## config.mk

```make
export PLATFORM = sky130hd
export DESIGN_NAME = nbit_1x4_demux_stream
export DESIGN_NICKNAME = d
export VERILOG_FILES = /design/src/rtl/demux_pkg.sv /design/src/rtl/demux_out_slot.sv /design/src/rtl/nbit_1x4_demux_stream.sv
export SDC_FILE = /design/constraint.sdc
export NUM_CORES = 1
export LEC_CHECK = 0
export ABC_AREA = 1
export BUFFER_PORTS_ARGS = -buffer_cell sky130_fd_sc_hd__buf_2
export CORE_MARGIN = 1
export CORE_UTILIZATION = 53
export CTS_CLUSTER_DIAMETER = 50
export DETAILED_ROUTE_END_ITERATION = 6
export PLACE_DENSITY = 0.8
export SLEW_MARGIN = 25
export SYNTH_ARGS = -nofsm -noshare
export SYNTH_HDL_FRONTEND = slang
export SYNTH_HIERARCHICAL = 1
export SYNTH_SLANG_ARGS = --single-unit
```

## constraint.sdc

```tcl
create_clock -name clk -period 1.75 [get_ports clk]
set_input_delay 0.0875 -clock clk [delete_from_list [all_inputs] [get_ports clk]]
set_output_delay 0.0875 -clock clk [all_outputs]
set_load 0.05 [all_outputs]
```

## src/rtl/demux_pkg.sv

```systemverilog
`default_nettype none
// ============================================================================
// Module      : demux_pkg
// Description : Shared definitions for the 1-to-4 demultiplexer stream block:
//               route select codes and output slot state encodings.
// Revision    : 1.0 - initial release
// ============================================================================
package demux_pkg;

    // Route select codes carried on S
    localparam logic [1:0] SEL_A = 2'd0;
    localparam logic [1:0] SEL_B = 2'd1;
    localparam logic [1:0] SEL_C = 2'd2;
    localparam logic [1:0] SEL_D = 2'd3;

    // Number of output slots
    localparam int NUM_OUT = 4;

    // One-entry holding slot state
    typedef enum logic {
        ST_EMPTY = 1'b0,
        ST_FULL  = 1'b1
    } slot_state_t;

endpackage : demux_pkg
`default_nettype wire

```

## src/rtl/demux_out_slot.sv

```systemverilog
`default_nettype none
// ============================================================================
// Module      : demux_out_slot
// Description : One-entry output holding register with EMPTY/FULL FSM and a
//               saturating count of loaded words.
//   clk        in   1      clock
//   rst_n      in   1      asynchronous active-low reset
//   load       in   1      write din into the slot this cycle
//   din        in   N      word to load
//   ready      in   1      consumer ready
//   dout       out  N      held word (keeps last value when EMPTY)
//   valid      out  1      slot FULL
//   can_accept out  1      slot can take a load this cycle
//   cnt        out  CNT_W  saturating count of loads
// Revision    : 1.0 - initial release
// ============================================================================
module demux_out_slot
    import demux_pkg::*;
#(
    parameter int N     = 8,
    parameter int CNT_W = 8
) (
    input  logic             clk,
    input  logic             rst_n,
    input  logic             load,
    input  logic [N-1:0]     din,
    input  logic             ready,
    output logic [N-1:0]     dout,
    output logic             valid,
    output logic             can_accept,
    output logic [CNT_W-1:0] cnt
);

    localparam logic [CNT_W-1:0] C_CNT_MAX = {CNT_W{1'b1}};

    slot_state_t      r_state;
    logic [N-1:0]     r_data;
    logic [CNT_W-1:0] r_cnt;

    always_ff @(posedge clk or negedge rst_n) begin
        if (!rst_n) begin
            r_state <= ST_EMPTY;
            r_data  <= '0;
            r_cnt   <= '0;
        end else begin
            // A load wins over a drain: in FULL with ready=1 this is the
            // pass-through case, the new word replaces the one leaving.
            if (load) begin
                r_data <= din;
                if (r_cnt != C_CNT_MAX) begin
                    r_cnt <= r_cnt + CNT_W'(1);
                end
            end
            case (r_state)
                ST_EMPTY: begin
                    if (load) begin
                        r_state <= ST_FULL;
                    end
                end
                ST_FULL: begin
                    if (ready && !load) begin
                        r_state <= ST_EMPTY;
                    end
                end
                default: r_state <= ST_EMPTY;
            endcase
        end
    end

    assign dout       = r_data;
    assign valid      = (r_state == ST_FULL);
    assign can_accept = (r_state == ST_EMPTY) || ready;
    assign cnt        = r_cnt;

endmodule : demux_out_slot
`default_nettype wire

```

## src/rtl/nbit_1x4_demux_stream.sv

```systemverilog
`default_nettype none
// ============================================================================
// Module      : nbit_1x4_demux_stream
// Description : Registered 1-to-4 demultiplexer. One word per cycle on a
//               valid/ready input is steered by S to output A/B/C/D, each of
//               which owns a one-entry slot with its own valid/ready pair and
//               a saturating beat counter.
//   clk, rst_n          clock, asynchronous active-low reset
//   Y, S, in_valid      input word, route select, input valid
//   in_ready            input can be taken (depends on S and selected slot)
//   A..D, vA..vD        per-output data and valid
//   rA..rD              per-output consumer ready
//   cntA..cntD          per-output accepted-word count (saturating)
// Revision    : 1.0 - initial release
// ============================================================================
module nbit_1x4_demux_stream
    import demux_pkg::*;
#(
    parameter int N     = 8,
    parameter int CNT_W = 8
) (
    input  logic             clk,
    input  logic             rst_n,
    input  logic [N-1:0]     Y,
    input  logic [1:0]       S,
    input  logic             in_valid,
    output logic             in_ready,
    output logic [N-1:0]     A,
    output logic [N-1:0]     B,
    output logic [N-1:0]     C,
    output logic [N-1:0]     D,
    output logic             vA,
    output logic             vB,
    output logic             vC,
    output logic             vD,
    input  logic             rA,
    input  logic             rB,
    input  logic             rC,
    input  logic             rD,
    output logic [CNT_W-1:0] cntA,
    output logic [CNT_W-1:0] cntB,
    output logic [CNT_W-1:0] cntC,
    output logic [CNT_W-1:0] cntD
);

    logic [NUM_OUT-1:0] w_ready;
    logic [NUM_OUT-1:0] w_accept;
    logic [NUM_OUT-1:0] w_load;
    logic [NUM_OUT-1:0] w_valid;
    logic [N-1:0]       w_data [NUM_OUT];
    logic [CNT_W-1:0]   w_cnt  [NUM_OUT];
    logic               w_xfer;

    assign w_ready = {rD, rC, rB, rA};

    // Only the selected slot gates the input; in_valid never feeds back.
    assign in_ready = w_accept[S];
    assign w_xfer   = in_valid && in_ready;

    generate
        for (genvar gi = 0; gi < NUM_OUT; gi++) begin : g_slot
            assign w_load[gi] = w_xfer && (S == 2'(gi));

            demux_out_slot #(
                .N     (N),
                .CNT_W (CNT_W)
            ) u_slot (
                .clk        (clk),
                .rst_n      (rst_n),
                .load       (w_load[gi]),
                .din        (Y),
                .ready      (w_ready[gi]),
                .dout       (w_data[gi]),
                .valid      (w_valid[gi]),
                .can_accept (w_accept[gi]),
                .cnt        (w_cnt[gi])
            );
        end
    endgenerate

    assign A    = w_data[SEL_A];
    assign B    = w_data[SEL_B];
    assign C    = w_data[SEL_C];
    assign D    = w_data[SEL_D];
    assign vA   = w_valid[SEL_A];
    assign vB   = w_valid[SEL_B];
    assign vC   = w_valid[SEL_C];
    assign vD   = w_valid[SEL_D];
    assign cntA = w_cnt[SEL_A];
    assign cntB = w_cnt[SEL_B];
    assign cntC = w_cnt[SEL_C];
    assign cntD = w_cnt[SEL_D];

endmodule : nbit_1x4_demux_stream
`default_nettype wire

```

### After elaboration in Yosys (flattened, before gate mapping)

Index checks and enable logic that the tools add are counted.

| storage, ports and cells | value |
|---|---|
| register bits after elaboration | 68 |
| bits of input ports | 17 |
| output and inout bits | 69 |
| logic and storage cells | 64 |

| cells by class | value |
|---|---|
| add/sub/neg operators | 4 |
| magnitude comparators | 1 |
| eq/ne operators | 7 |
| multiplexer cells | 14 |
| bitwise operators | 4 |
| reduce and logical (&&, ||, !) cells | 22 |

Operators with widths:

| kind | count |
|---|---|
| $add 8x1->8 const B | 4 |
| $ne 8x8->1 const B | 4 |
| $logic_and 1x1->1 | 9 |
| $mux 1 | 9 |
| $pmux 1 s2 | 4 |
| $reduce_and 2->1 | 4 |
| $eq 2x2->1 const B | 2 |
| $logic_not 1->1 | 4 |
| $logic_or 1x1->1 | 4 |
| $not 1->1 | 4 |
| $lt 2x3->1 const B | 1 |
| $bmux 1 s2 | 1 |
| $eq 2x1->1 const B | 1 |
| $logic_not 2->1 | 1 |

### Depth between registers and ports, before layout

Gate-level depths: netlist of the first run.

| depth | value |
|---|---|
| depth in word-level cells | 10 |
| mapped depth | 13 |
| gate-level depth less buffers | 13 |

### By module

Netlist of the first run, hierarchy kept.

By module, submodules not included:

| module | times used | cells an instance | area an instance (um^2) | seq. area each (um^2) |
|---|---|---|---|---|
| demux_out_slot | 4 | 101 | 809.5 | 425.4 |
| nbit_1x4_demux_stream | 1 | 20 | 95.1 | 0.0 |

### Worst setup path before layout of the first run

Ideal clock, no wire load.

| timing | value |
|---|---|
| path kind | register to register |
| start point | register g_slot[0].u_slot.r_state |
| end point | register g_slot[2].u_slot.r_cnt[7] |
| setup time | 0.127 ns |
| data arrival time | 1.846 ns |
| data required time | 1.623 ns |
| setup slack | -0.223 ns |
| stages on the path, launching flop included | 13 |
| path buffers | 0 |
| period minus slack after synthesis | 1.973 ns |
| path through | dfrtp_1 nand2_1 nand2_2 nand2_2 nand2_2 nand2_2 nand2_2 nor2_1 nand2_1 nor2_1 nand2_1 nand2_1 nand3_1 |

| on the way | value |
|---|---|
| longest elaborated chain between the ends | 7 |

Ends and longest elaborated chain:

| what | RTL line | text |
|---|---|---|
| start, declared | demux_out_slot.sv:36 | `slot_state_t r_state;` |
| start signal, assigned | demux_out_slot.sv:42 | `r_state <= ST_EMPTY;` |
| start signal, assigned | demux_out_slot.sv:57 | `r_state <= ST_FULL;` |
| start signal, assigned | demux_out_slot.sv:62 | `r_state <= ST_EMPTY;` |
| $not 1->1 | demux_out_slot.sv:72 | `assign can_accept = (r_state == ST_EMPTY) \|\| ready;` |
| $logic_or 1x1->1 | demux_out_slot.sv:72 |  |
| named net w_accept[0] | nbit_1x4_demux_stream.sv:47 | `logic [NUM_OUT-1:0] w_accept;` |
| $bmux 1 s2 | nbit_1x4_demux_stream.sv:57 | `assign in_ready = w_accept[S];` |
| $mux 1 (not written as such) | nbit_1x4_demux_stream.sv:57 |  |
| named net in_ready | nbit_1x4_demux_stream.sv:27 | `output logic in_ready,` |
| $logic_and 1x1->1 | nbit_1x4_demux_stream.sv:58 | `assign w_xfer = in_valid && in_ready;` |
| $logic_and 1x1->1 | nbit_1x4_demux_stream.sv:62 | `assign w_load[gi] = w_xfer && (S == 2'(gi));` |
| named net w_load[2] | nbit_1x4_demux_stream.sv:48 | `logic [NUM_OUT-1:0] w_load;` |
| $reduce_and 2->1 (no line) | - |  |
| end signal, assigned | demux_out_slot.sv:51 | `r_cnt <= r_cnt + CNT_W'(1);` |
| end, declared | demux_out_slot.sv:38 | `logic [CNT_W-1:0] r_cnt;` |

The timed path passes the listed nets, and every way through them passes these cells. The select of a mux whose other input is x is not followed.
A chain may end at the register's enable or synchronous reset.

### Worst setup path in the final report of the first run

| timing | value |
|---|---|
| start point | register g_slot[1].u_slot.r_state |
| end point | register g_slot[3].u_slot.r_cnt[7] |

| on the way | value |
|---|---|
| longest elaborated chain between the ends | 7 |

Ends and longest elaborated chain:

| what | RTL line |
|---|---|
| start, declared | demux_out_slot.sv:36 |
| start signal, assigned | demux_out_slot.sv:42 |
| start signal, assigned | demux_out_slot.sv:57 |
| start signal, assigned | demux_out_slot.sv:62 |
| $not 1->1 | demux_out_slot.sv:72 |
| $logic_or 1x1->1 | demux_out_slot.sv:72 |
| named net w_accept[1] | nbit_1x4_demux_stream.sv:47 |
| $bmux 1 s2 | nbit_1x4_demux_stream.sv:57 |
| $mux 1 (not written as such) | nbit_1x4_demux_stream.sv:57 |
| $logic_and 1x1->1 | nbit_1x4_demux_stream.sv:58 |
| $logic_and 1x1->1 | nbit_1x4_demux_stream.sv:62 |
| named net w_load[3] | nbit_1x4_demux_stream.sv:48 |
| $reduce_and 2->1 (no line) | - |
| end signal, assigned | demux_out_slot.sv:51 |
| end, declared | demux_out_slot.sv:38 |

The timed path passes the listed nets, and every way through them passes these cells. The select of a mux whose other input is x is not followed.

==> results of run 1 <==
==> synth_stat cells <==
master	number
inv_4	4
nand2_4	4
nand2_2	6
nand3_1	20
dfrtp_1	68
clkinv_1	1
inv_1	30
nor2_1	26
inv_2	5
xor2_1	4
nor2_4	4
nand2_1	218
a21oi_1	8
buf_6	4
nor3_1	4
nand2_8	4
ha_1	4
o21ai_0	4
nor2_2	4
nand4_1	2
==> routing by layer <==
| layer | vias up | track usage (%) |
|---|---|---|
| met5 | - | 0 |
| met4 | 0 | 6.07 |
| met3 | 8 | 7.30 |
| met2 | 97 | 38.6 |
| met1 | 1423 | 35.8 |
| li1 | 1497 | - |
==> path summary, 6_finish.rpt <==
check                      slack (ns)                      from                  endpoint
setup / recovery                 0.12    g_slot[1].u_slot/valid   g_slot[3].u_slot/cnt[7]
hold / removal                   0.03                      Y[0]  g_slot[0].u_slot/dout[0]
setup reg to reg                 0.12    g_slot[1].u_slot/valid   g_slot[3].u_slot/cnt[7]
hold reg to reg                  0.48  g_slot[2].u_slot/dout[6]  g_slot[2].u_slot/dout[6]
max in group asynchronous        0.93                     rst_n   g_slot[2].u_slot/cnt[1]
min in group asynchronous        0.26                     rst_n  g_slot[0].u_slot/dout[7]
==> power by group <==
part | internal (µW) | switching [µW]
Combinational | 516 | 1820
Clock | 726 | 565
Sequential | 1910 | 346
==> sequential cells by signal (all words and copies together) (netlist names) <==
register / count
g_slot.u_slot/valid: 4
g_slot.u_slot/dout: 32
g_slot.u_slot/cnt: 32
==> cell families (layout without fill, tap and decap cells) <==
| logic type | Yosys count | after routing | share of synthesized area [%] |
|---|---|---|---|
| AND/OR/NAND/NOR | 292 | 292 | 38.4 |
| adder cells (fa/ha/maj) | 4 | 4 | 1.50 |
| AO/OA/AOI/OAI | 12 | 12 | 1.80 |
| buffers and inverters | 44 | 151 | 6.16 |
| XOR/XNOR | 4 | 4 | 1.05 |
| flip-flops | 68 | 68 | 51.1 |
==> layout make-up <==
cell class / instances / area, µm²
Inverter: 40 / 160
Sequential cell: 68 / 1710
Tap cell: 75 / 93.8
Multi-Input combinational cell: 312 / 1450
Clock inverter: 5 / 50.0
Fill cell: 490 / 1870
Timing Repair Buffer: 95 / 515
Clock buffer: 11 / 151
==> timing repair <==
action	in CTS	in global routing
hold buffers	1	0
hold endpoints to repair	18	0
resized for setup	0	5
endpoints found under the setup margin	0	8
==> tightest hold or removal path: cells and delay by family <==
| kind | cells | cell delay, ns |
|---|---|---|
| AND/OR/NAND/NOR | 2 | 0.11 |
| buffers and inverters | 1 | 0.13 |
==> through the flow <==
stage               hold slack [ns]  cell area [µm²]
global placement             0.0767             3900
global route                 0.0350             4120
floorplan                    -0.208             3340
detailed placement           0.0730             3900
finish                       0.0330             4120
CTS                          0.0211             4110
==> results_dict.tcl, run 1 <==
set metrics [dict create \
    run_status "finished clean" \
    grt-ovfl-total 0 \
    grt_pass1_vias 2714 \
    syn_avg_cell_area_um2 7.86 \
    worstMarginPinSlew_ns 0.486 \
    dieHeight_um 81.3 \
    period_needed_ns 1.63 \
    route.detailed.drc 0 \
    synth_seq_area_share_pct 51.1 \
    vias 3025 \
    wl_per_cell_um 12.7 \
    cp_max_fo 4 \
    nNetsFinal 547 \
    max_slew_margin_pct 67.6 \
    start_util_pct 55.6 \
    drt_first_iter_violations 154 \
    topRoutingLayerUsed "met4" \
    clock_skew_ns 0.00684 \
    dp_cells 589 \
    setup_ws_ns 0.123 \
    final_common_cell "nand2_1" \
    ios 86 \
    worst_path_most_repeated_cell "nand2_1" \
    core_area_um2 5990 \
    max_freq_ghz 0.614 \
    arrival_ns 1.84 \
    instances_no_fill 606 \
    ys_ff_latch 68 \
    worstPathCellList "nand2_1, nand2_1, nand2_2, nand2_2, nand2_4, nand2_2, nor2_2, nand2_1, nor2_1, nand2_1, nand2_1, nand3_1" \
    cp_slowest_stage_delay_ns 0.40 \
    pre_cts_ws_ns 0.0310 \
    antennaDiodeCount 0 \
    clkSinkCount 68 \
    p_per_area_nw_per_um2 1430 \
    wl_met3_um 593 \
    slew_violations 0 \
    drtAntennaViolNets 0 \
    synth_largest_area_cell "dfrtp_1" \
    path_depth 12 \
    grt_pass1_wl_mm 12.6 \
    num_rows 28 \
    p_leak_uw 0.00239 \
    setup_tns_ns 0 \
    route.met2.wl_mm 3.57 \
    fin_util_pct 68.8 \
    crit_slowest_cell "dfrtp_2" \
    rr_worst_depth 12 \
    synth_area_um2 3330 \
    hp-class "in2reg" \
    syn_to_final_growth_pct 23.7 \
    route.layer.met1.wl_mm 3.47 \
    post_cts_buffers 0 \
    synth_cell_type_count 20 \
    drt_wl_total_mm 7.70 \
    clk_pin_slew_ns 0.07 \
    post-route-period-util_pct 93.0 \
    path_delay_family "simple AND/OR/NAND/NOR gates" \
    dieArea_um2 6610 \
    first_pass_iters 5 \
    die_w_um 81.3 \
    antenna_found_initial 0 \
    dp_hpwl_mm 5.81 \
    cts_max_path_buffers 2 \
    cts_tree "built" \
    via_per_inst 4.99 \
    syn_inst 424 \
    grt_max_degree 38 \
    hold-path-cell-count 3 \
    h-tree-depth 3 \
    cp_data_required_time_ns 1.96 \
    clkLatencyLatePin_ns 0.33 \
    critical_path_buf_inv_count 0 \
    end_kind "flop" \
    crit_type "reg2reg" \
    final_cell_mix "218 x nand2_1, 85 x buf_2, 64 x dfrtp_1" \
    synth.top_cell.area_share_pct 51.1 \
    layout-drive-gt1-share_pct 28.1 \
    track_usage_pct 25.4 \
    setup_viol_count_final 0 \
    drv_cap 0 \
    hold_violations 0 \
    cts-root-buf "clkbuf_8" \
    io_buffers 85 \
    synth.net_count 445 \
    cts_buffers 9 \
    rsz0062_at_grt "no" \
    total_power_uw 5880 \
    crit_path_start_kind "flop" \
    place_congestion 0.873 \
    ys_warn_count 6 \
    synth_area_leaders "dfrtp_1 51%, nand2_1 25%, inv_1 3.4%" \
    peakVddDrop_mv 0.912 \
]
No activity file was read; power rests on OpenSTA's default activity.
==> run 2, diff against run 1 <==
--- a/config.mk
+++ b/config.mk
@@ -10,6 +10,6 @@
 export CORE_MARGIN = 1
-export CORE_UTILIZATION = 53
+export CORE_UTILIZATION = 45
 export CTS_CLUSTER_DIAMETER = 50
 export DETAILED_ROUTE_END_ITERATION = 6
-export PLACE_DENSITY = 0.8
+export PLACE_DENSITY = 0.81
 export SLEW_MARGIN = 25
==> constraint.sdc (replaced) <==
create_clock -name clk -period 1.75 [get_ports clk]
set_input_delay 0.2625 -clock clk [delete_from_list [all_inputs] [get_ports clk]]
set_output_delay 0.2625 -clock clk [all_outputs]
set_load 0.05 [all_outputs]
==> run 2 against run 1 <==
Effect of this change: clock power down 12%; largest cell class unchanged; critical endpoint is now in_ready; sequential cell count unchanged; largest power group unchanged; clock skew about the same; global-route usage down 3.8 points; combinational power about the same; cell count up 4.0%; non-clock buffer count up 1.
==> results_dict.tcl, run 2 (synthesis gave the netlist of run 1 again) <==
set metrics [dict create \
    run_status "finished clean" \
    crit_slowest_cell "dfrtp_2" \
    place_congestion 0.815 \
    worstMarginPinSlew_ns 0.483 \
    crit_path_start_kind "flop" \
    clock_skew_ns 0.00697 \
    clkLatencyLatePin_ns 0.33 \
    ios 86 \
    drtAntennaViolNets 0 \
    cts_buffers 9 \
    pre_cts_ws_ns 0.0201 \
    cp_max_fo 3 \
    p_leak_uw 0.00238 \
    die_w_um 88.1 \
    cts_tree "built" \
    cts-root-buf "clkbuf_8" \
    clockPowerShare_pct 19.7 \
    track_usage_pct 21.6 \
    grt_max_degree 50 \
    drv_cap 0 \
    setup_viol_count_final 0 \
    clkSinkCount 68 \
    final_cell_mix "218 x nand2_1, 85 x buf_2, 64 x dfrtp_1" \
    setup_ws_ns 0.147 \
    max_slew_margin_pct 67.8 \
    min_from "rB" \
    fin_util_pct 57.3 \
    period_needed_ns 1.60 \
    io_buffers 85 \
    intPower_uw 3010 \
    antenna_found_initial 0 \
    core_area_um2 7210 \
    rsz0062_at_grt "no" \
    crit_type "reg2out" \
    vias 2964 \
    cp_data_required_time_ns 1.49 \
    fillers 707 \
    critPathLaunch "g_slot[0].u_slot/valid" \
    setup_tns_ns 0 \
    hp-class "in2reg" \
    wl_per_cell_um 12.5 \
    worst_path_most_repeated_cell "nand2_2" \
    final_common_cell "nand2_1" \
    start_util_pct 46.2 \
    antennaDiodeCount 0 \
    post_cts_buffers 0 \
    hold_violations 0 \
    nNetsFinal 548 \
    comb_power_share_pct 41.0 \
    seq_power_share_pct 39.3 \
    dieArea_um2 7760 \
    first_pass_iters 4 \
    cp_slowest_stage_delay_ns 0.40 \
    critical_path_buf_inv_count 1 \
    arrival_ns 1.34 \
    end_kind "output pin" \
    syn_to_final_growth_pct 24.1 \
    max_freq_ghz 0.624 \
    dieHeight_um 88.1 \
    cts_max_path_buffers 2 \
    h-tree-depth 3 \
    worstPathCellList "nand2_1, nand2_2, nand2_2, nand2_2, nand2_4, buf_2" \
    layout-drive-gt1-share_pct 27.9 \
    peakVddDrop_mv 0.653 \
    holdWs_ns 0.175 \
    dp_cells 614 \
    instances_no_fill 630 \
    grt_pass1_vias 2607 \
    num_rows 31 \
    post-route-period-util_pct 91.6 \
    drt_first_iter_violations 161 \
    switching_power_uw 2720 \
    clk_pin_slew_ns 0.07 \
    r2r_start "g_slot[0].u_slot/valid" \
    route.detailed.drc 0 \
    dp_hpwl_mm 5.78 \
    grt_pass1_wl_mm 12.5 \
    drt_wl_total_mm 7.88 \
    p_per_area_nw_per_um2 1390 \
    grt-ovfl-total 0 \
    netSwitchingFraction_pct 47.5 \
    path_delay_family "flip-flops" \
    slew_violations 0 \
    via_per_inst 4.70 \
]
-- run 2: cell types whose count changed in the layout (fill, tap and decap cells not counted), sizes merged --
cell and change:
clkinv -2, buf +1, clkbuf +2, bufinv -1
-- run 2: worst paths after layout --
check	endpoint	slack [ns]	cells after the start
worst max-delay path	in_ready	0.15	6
worst min-delay path	g_slot[1].u_slot/valid	0.18	4
worst max register to register	g_slot[3].u_slot/cnt[7]	0.19	12
worst min register to register	g_slot[1].u_slot/dout[6]	0.47	2
max in group asynchronous	g_slot[3].u_slot/dout[2]	0.70	3
min in group asynchronous	g_slot[1].u_slot/cnt[0]	0.42	2
-- run 2: power by group through the flow --
stage | Sequential, µW | Clock (µW) | Combinational (µW)
after floorplan | 3420 | 0 | 579
after global placement | 2260 | 0 | 2310
after detailed placement | 2270 | 0 | 2350
after CTS | 2250 | 1150 | 2360
after global routing | 2310 | 1230 | 2520
final | 2250 | 1130 | 2350
-- run 2: what timing repair did --
item | in CTS | in global routing
endpoints found under the hold margin | 19 | 0
hold buffers | 1 | 0
gates resized for setup | 0 | 7
setup endpoints to repair | 0 | 17
-- run 2: metal layers --
metal / share of wire [%] / wire, µm / GRT usage, % / vias up
met2: 49 / 3850 / 34.7 / 67
met3: 4.2 / 328 / 4.43 / 8
met4: 1.3 / 104 / 8.80 / 0
li1: - / - / - / 1498
met5: 0 / 0 / 0 / -
met1: 46 / 3590 / 28.7 / 1391
-- run 2: area by class of cell --
type	count	area (µm²)	share of cell area, %
multi-input cells	312	1450	35.1
inverters	40	160	3.87
flip-flops and latches	68	1710	41.3
well taps	99	124	2.99
clock inverters	2	10.0	0.242
clock buffers	13	159	3.84
repair buffers	96	523	12.6
-- run 2: stage by stage --
stage | total power (µW) | cell area (µm²)
after floorplan | 4000 | 3340
after global placement | 4570 | 3940
after detailed placement | 4620 | 3940
after CTS | 5760 | 4110
after global routing | 6050 | 4140
final | 5730 | 4140
-- run 2: worst min-delay path, delay by kind of cell --
kind	cells	cell delay, ns
buffers and inverters	2	0.10
AND/OR/NAND/NOR	2	0.11
